--- src/rtl/mistral_mac_pipe.sv ---
// Pipelined multiply-accumulate: input register, optional product register and an
// accumulate/output stage. A single global stall freezes every stage at once.
module mistral_mac_pipe #(
   parameter int A_WIDTH     = 18,
   parameter int B_WIDTH     = 18,
   parameter int A_SIGNED    = 1,
   parameter int B_SIGNED    = 1,
   parameter int ACC_WIDTH   = 64,
   parameter int PRODUCT_REG = 1
) (
   input  logic                 CLK,
   input  logic                 SRST_N,
   input  logic                 IN_VALID,
   output logic                 IN_READY,
   input  logic [A_WIDTH-1:0]   A,
   input  logic [B_WIDTH-1:0]   B,
   input  logic                 LOAD,
   output logic                 OUT_VALID,
   input  logic                 OUT_READY,
   output logic [ACC_WIDTH-1:0] Y,
   output logic                 OVF
);
   localparam int PW     = A_WIDTH + B_WIDTH;
   localparam int STAGES = (PRODUCT_REG != 0) ? 2 : 1;
   localparam bit SMODE  = (A_SIGNED != 0) || (B_SIGNED != 0);

   if (A_WIDTH < 1 || A_WIDTH > 27) begin : g_chk_a
      $error("mistral_mac_pipe: A_WIDTH out of range 1..27");
   end
   if (B_WIDTH < 1 || B_WIDTH > 27) begin : g_chk_b
      $error("mistral_mac_pipe: B_WIDTH out of range 1..27");
   end
   if (ACC_WIDTH < PW || ACC_WIDTH > 64) begin : g_chk_acc
      $error("mistral_mac_pipe: ACC_WIDTH out of range A_WIDTH+B_WIDTH..64");
   end
   if (PRODUCT_REG != 0 && PRODUCT_REG != 1) begin : g_chk_preg
      $error("mistral_mac_pipe: PRODUCT_REG must be 0 or 1");
   end

   logic                 stall;
   logic [STAGES:0]      vld_pipe_q, vld_pipe_d;
   logic [A_WIDTH-1:0]   a0_q, a0_d;
   logic [B_WIDTH-1:0]   b0_q, b0_d;
   logic                 load0_q, load0_d;
   logic [PW-1:0]        a_w, b_w, prod, s2_p;
   logic                 s2_load, s2_vld;
   logic [ACC_WIDTH-1:0] p_ext, acc_q, acc_d;
   logic [ACC_WIDTH:0]   sum;
   logic                 ovf_now, ovf_q, ovf_d;

   assign stall     = vld_pipe_q[STAGES] & ~OUT_READY;
   assign IN_READY  = ~stall;
   assign OUT_VALID = vld_pipe_q[STAGES];
   assign Y         = acc_q;
   assign OVF       = ovf_q;
   assign s2_vld    = vld_pipe_q[STAGES-1];

   always_comb begin
      vld_pipe_d = vld_pipe_q;
      a0_d       = a0_q;
      b0_d       = b0_q;
      load0_d    = load0_q;
      if (!stall) begin
         vld_pipe_d = {vld_pipe_q[STAGES-1:0], IN_VALID};
         if (IN_VALID) begin
            a0_d    = A;
            b0_d    = B;
            load0_d = LOAD;
         end
      end
   end

   // Extending both operands to the full product width makes the low PW bits of
   // a plain multiply equal the exact signed/unsigned/mixed product.
   assign a_w  = {{B_WIDTH{(A_SIGNED != 0) & a0_q[A_WIDTH-1]}}, a0_q};
   assign b_w  = {{A_WIDTH{(B_SIGNED != 0) & b0_q[B_WIDTH-1]}}, b0_q};
   assign prod = a_w * b_w;

   if (PRODUCT_REG != 0) begin : g_preg
      logic [PW-1:0] p1_q, p1_d;
      logic          load1_q, load1_d;

      always_comb begin
         p1_d    = p1_q;
         load1_d = load1_q;
         if (!stall && vld_pipe_q[0]) begin
            p1_d    = prod;
            load1_d = load0_q;
         end
      end

      always_ff @(posedge CLK) begin
         if (!SRST_N) begin
            p1_q    <= '0;
            load1_q <= 1'b0;
         end else begin
            p1_q    <= p1_d;
            load1_q <= load1_d;
         end
      end

      assign s2_p    = p1_q;
      assign s2_load = load1_q;
   end else begin : g_nopreg
      assign s2_p    = prod;
      assign s2_load = load0_q;
   end

   always_comb begin
      p_ext         = {ACC_WIDTH{SMODE & s2_p[PW-1]}};
      p_ext[PW-1:0] = s2_p;
   end

   assign sum     = {1'b0, acc_q} + {1'b0, p_ext};
   assign ovf_now = SMODE ? ((acc_q[ACC_WIDTH-1] == p_ext[ACC_WIDTH-1]) &&
                             (sum[ACC_WIDTH-1] != acc_q[ACC_WIDTH-1]))
                          : sum[ACC_WIDTH];

   always_comb begin
      acc_d = acc_q;
      ovf_d = ovf_q;
      if (!stall && s2_vld) begin
         if (s2_load) begin
            acc_d = p_ext;
            ovf_d = 1'b0;
         end else begin
            acc_d = sum[ACC_WIDTH-1:0];
            ovf_d = ovf_q | ovf_now;
         end
      end
   end

   always_ff @(posedge CLK) begin
      if (!SRST_N) begin
         vld_pipe_q <= '0;
         a0_q       <= '0;
         b0_q       <= '0;
         load0_q    <= 1'b0;
         acc_q      <= '0;
         ovf_q      <= 1'b0;
      end else begin
         vld_pipe_q <= vld_pipe_d;
         a0_q       <= a0_d;
         b0_q       <= b0_d;
         load0_q    <= load0_d;
         acc_q      <= acc_d;
         ovf_q      <= ovf_d;
      end
   end
endmodule

--- config.mk ---
export PLATFORM = sky130hd
export DESIGN_NAME = mistral_mac_pipe
export DESIGN_NICKNAME = d
export VERILOG_FILES = /design/src/rtl/mistral_mac_pipe.sv
export SDC_FILE = /design/constraint.sdc
export NUM_CORES = 1
export LEC_CHECK = 0
export BUFFER_PORTS_ARGS = -buffer_cell sky130_fd_sc_hd__buf_2
export CELL_PAD_IN_SITES_DETAIL_PLACEMENT = 1
export CELL_PAD_IN_SITES_GLOBAL_PLACEMENT = 1
export CORE_MARGIN = 4
export CORE_UTILIZATION = 53
export DETAILED_ROUTE_END_ITERATION = 6
export PLACE_DENSITY = 0.95
export SETUP_SLACK_MARGIN = 0.2
export SLEW_MARGIN = 20
export SYNTH_ARGS = -nofsm -noshare
export SYNTH_HDL_FRONTEND = slang
export SYNTH_SLANG_ARGS = --single-unit
--- constraint.sdc ---
create_clock -name CLK -period 19.1 [get_ports CLK]
set_input_delay 0.955 -clock CLK [delete_from_list [all_inputs] [get_ports CLK]]
set_output_delay 0.955 -clock CLK [all_outputs]
set_load 0.02 [all_outputs]
==> impl_metrics.csv <==
group,metric,value,unit
run_status,status,"finished, final reports clean",
yosys,syn_nets,3080,
route,viasPerCell,6.14,
place,io_buffers,107,
grt,grt_pass1_vias,21500,
job,drv_cap,0,
power_and_ir_drop,p_per_area,54.3,nW/um^2
yosys,synth-seq-area-share,0.133,
grt,grt_antenna_before_repair,1,
final_layout,area_delta_synth_final,6.12,%
timing,min_period,7.61,ns
clock_network,clock-sinks,142,
floorplanning,ios,108,
clock_network,postCtsSetupRepairBufs,0,
timing,rsz0062_at_grt,"no",
clock_network,cts_hold_buf,0,
route,drt_pass1_iterations,5,
timing,max_freq,0.131,GHz
route,drc_errors,0,
timing,hold_viol_final,0,
floorplanning,die_h,208,um
clock_network,path_clk_slew,0.07,ns
power_and_ir_drop,ir_worst_vdd,0.0648,mV
power_and_ir_drop,swShare,0.427,
route,drt-initial-drc-count,1512,
route,wl,76.9,mm
floorplanning,initial_core_util,0.536,
yosys,syn_avg_cell_area,8.34,um^2
final_layout,final_layout_size_suffix_gt1_frac,0.0721,
final_layout,nFillCells,4810,
final_layout,diodes,0,
yosys,synth_warnings,0,
clock_network,clk_latency,0.49,ns
power_and_ir_drop,p_seq_frac,0.294,
route,wl_per_cell,24.9,um
worst_setup_path,critPathKind,"reg -> reg",
clock_network,cts_tree,"done",
final_layout,final_cells,3090,
place,dp_cells,3058,
yosys,syn_area,21300,um^2
floorplanning,core-area,39700,um^2
place,hpwl,57.4,mm
worst_hold_path,hp-class,"reg -> reg",
yosys,synth_seq_cells,142,
power_and_ir_drop,p_sw,0.000525,W
route,detail-route-antenna-nets,0,
grt,grt_usage,0.355,
yosys,postSynthCellCount,2553,
yosys,synth_edf_count,0,
worst_setup_path,path_buf_inv,3,
timing,finalCritPeriodShare,0.398,
timing,tns,0,ns
floorplanning,dieArea,43500,um^2
power_and_ir_drop,p_clk_frac,0.293,
worst_setup_path,cp-start-kind,"flop",
worst_setup_path,path_delay_family,"adder cells",
grt,grt_first_pass_wirelength,122,mm
worst_setup_path,cp.required,19.50,ns
power_and_ir_drop,p_int,0.000703,W
grt,grt_max_degree,100,
yosys,synth.distinct_cells,81,
timing,tightestPinTransition,1.15,ns
worst_setup_path,cp.arrival,8.00,ns
floorplanning,die_w,208,um
yosys,ys.flop_type,"dfxtp_1",
yosys,ys_async_sr_fraction,0,
grt,grt_overflow,0,
clock_network,cts_max_level,4,
power_and_ir_drop,power_frac_comb,0.413,
worst_setup_path,slowest_stage,"dfxtp_1",
clock_network,cts_buffers,17,
timing,fin_skew,0.0225,ns
worst_setup_path,crit_top_cell,"fa_1",
worst_setup_path,crit_chain,"nand2_1 > fa_1 > inv_1 > fa_1 > fa_1 > fa_1 > fa_1 > inv_1 > fa_1 > inv_1 > ha_1 > a21o_1 > a21o_1 > a21oi_1 > nand2_1 > a21o_1 > o21ai_0 > nand2b_1 > a211o_1 > o211ai_1",
timing,slew_viol_final,0,
power_and_ir_drop,p_leak,11.2,nW
timing,relSlewSlack,0.229,
timing,setup_violations,0,
worst_setup_path,cp_slowest_stage_delay,1.09,ns
worst_setup_path,endpoint_kind,"flop",
final_layout,fin_nets,3079,
clock_network,cts_resized,0,
floorplanning,rows,73,
place,globalplace.congestion,0.930,
worst_setup_path,crit_fanout,19,
clock_network,root_buffer,"clkbuf_16",
clock_network,clock_tree.buffer_depth,2,
route,vias,19000,
==> sequential cells by signal (all words and copies together), names as in the netlist <==
| name | flops |
|---|---|
| OVF | 1 |
| Y | 64 |
| a0_q | 18 |
| b0_q | 18 |
| g_preg.load1_q | 1 |
| g_preg.p1_q | 36 |
| load0_q | 1 |
| vld_pipe_q | 3 |
==> metal layers <==
| metal | part of all wire | track usage |
|---|---|---|
| met2 | 0.49 | 0.611 |
| met1 | 0.37 | 0.418 |
| met4 | 0.063 | 0.190 |
| met5 | 0 | 0 |
| met3 | 0.071 | 0.0713 |
==> cell usage after synthesis (all sizes together) (3+ instances only) <==
| library cell | n | area, um^2 |
|---|---|---|
| nor3 | 15 | 75.1 |
| nand4 | 20 | 125 |
| buf | 14 | 72.6 |
| o31ai | 4 | 30.0 |
| nor3b | 6 | 45.0 |
| xor2 | 27 | 236 |
| nor2b | 7 | 43.8 |
| fa | 330 | 6610 |
| mux2 | 3 | 37.5 |
| dfxtp | 142 | 2840 |
| nand2b | 17 | 106 |
| o211ai | 35 | 263 |
| inv | 416 | 1560 |
| ha | 156 | 1950 |
| xnor2 | 50 | 438 |
| o221a | 3 | 33.8 |
| nand3 | 30 | 150 |
| a221oi | 6 | 52.6 |
| and3 | 9 | 58.8 |
| a21oi | 176 | 888 |
| a31oi | 11 | 75.1 |
| o21ai | 111 | 559 |
| nand2 | 350 | 1320 |
| or3 | 5 | 32.5 |
| nor2 | 103 | 392 |
| a211oi | 16 | 133 |
| a41oi | 3 | 26.3 |
| o21a | 15 | 113 |
| clkbuf | 124 | 475 |
| and2 | 176 | 1100 |
| or2 | 6 | 37.5 |
| nor4 | 7 | 43.8 |
| a2111oi | 3 | 32.5 |
| nand3b | 3 | 22.5 |
| o311ai | 3 | 26.3 |
| a211o | 7 | 61.3 |
| mux2i | 15 | 150 |
| and4 | 3 | 27.5 |
| a21boi | 6 | 45.0 |
| a21o | 69 | 519 |
| o211a | 12 | 120 |
| o21bai | 14 | 105 |
==> cells in the final DEF, fill, tap and decap left out, types with 14 or more instances in the layout <==
cell type,synthesis,routed
o211ai_1,35,35
xnor2_1,50,50
a211oi_1,15,15
a21o_1,68,68
nor3_1,15,15
nand2b_1,17,17
and2_1,175,174
nor2_1,101,101
o21ai_0,106,106
ha_1,156,156
mux2i_1,15,15
nand3_1,30,30
o21bai_1,14,14
nand4_1,20,20
fa_1,330,330
o21a_1,15,15
xor2_1,27,27
buf_2,1,107
nand2_1,349,349
a21oi_1,174,174
clkbuf_16,0,17
dfxtp_1,142,141
inv_1,416,415
==> final timing paths <==
check	start	end	slack (ns)	depth (start not counted)
min	g_preg.p1_q[22]$_SDFFE_PN0P_	g_preg.p1_q[22]$_SDFFE_PN0P_	0.48	2
max reg2reg	b0_q[9]$_SDFFE_PN0P_	g_preg.p1_q[31]$_SDFFE_PN0P_	11.49	20
min reg2reg	g_preg.p1_q[22]$_SDFFE_PN0P_	g_preg.p1_q[22]$_SDFFE_PN0P_	0.48	2
max	b0_q[9]$_SDFFE_PN0P_	g_preg.p1_q[31]$_SDFFE_PN0P_	11.49	20
==> cells by family after synthesis <==
| group | after synthesis | synth area share |
|---|---|---|
| buf+inv | 555 | 0.101 |
| xor+xnor | 77 | 0.0317 |
| compound gates | 512 | 0.153 |
| mux | 18 | 0.00881 |
| simple gates | 763 | 0.170 |
| fa+ha+maj | 486 | 0.402 |
| flops | 142 | 0.133 |
==> stage by stage <==
stage / hold slack [ns] / total power [W] / utilization / setup WS (ns) / area, um^2
after floorplan: 0.432 / 0.000686 / - / 12.71 / 21300
after global placement: 0.430 / 0.000783 / 0.554 / 12.42 / 22000
after detailed placement: 0.470 / 0.000839 / 0.554 / 11.90 / 22000
after CTS: 0.489 / 0.00122 / 0.569 / 11.77 / 22600
after global routing: 0.514 / 0.00129 / 0.569 / 11.39 / 22600
final: 0.484 / 0.00123 / 0.569 / 11.49 / 22600
==> tightest hold or removal path, delay by kind of cell, from the launching register on <==
kind	cells	cell delay [ns]
AO/OA/AOI/OAI	1	0.05
flip-flops	1	0.33
AND/OR/NAND/NOR	1	0.06
==> final cells by class <==
cell class              instances  area (um^2)  share of cell area
multi-input cells            1856        16300               0.722
flip-flops and latches        142         2840               0.126
inverters                     416         1560              0.0692
well taps                     525          657              0.0291
repair buffers                119          626              0.0277
clock buffers                  19          443              0.0196
clock inverters                13          155             0.00687
==> power by group through the flow <==
stage               sequential [W]  combinational, W  clock [W]
detailed placement        0.000365          0.000475          0
floorplan                 0.000347          0.000339          0
global route              0.000363          0.000552   0.000377
global placement          0.000361          0.000422          0
finish                    0.000361          0.000507   0.000360
CTS                       0.000359          0.000497   0.000364
Note: power is estimated with default switching activity, not from simulation.
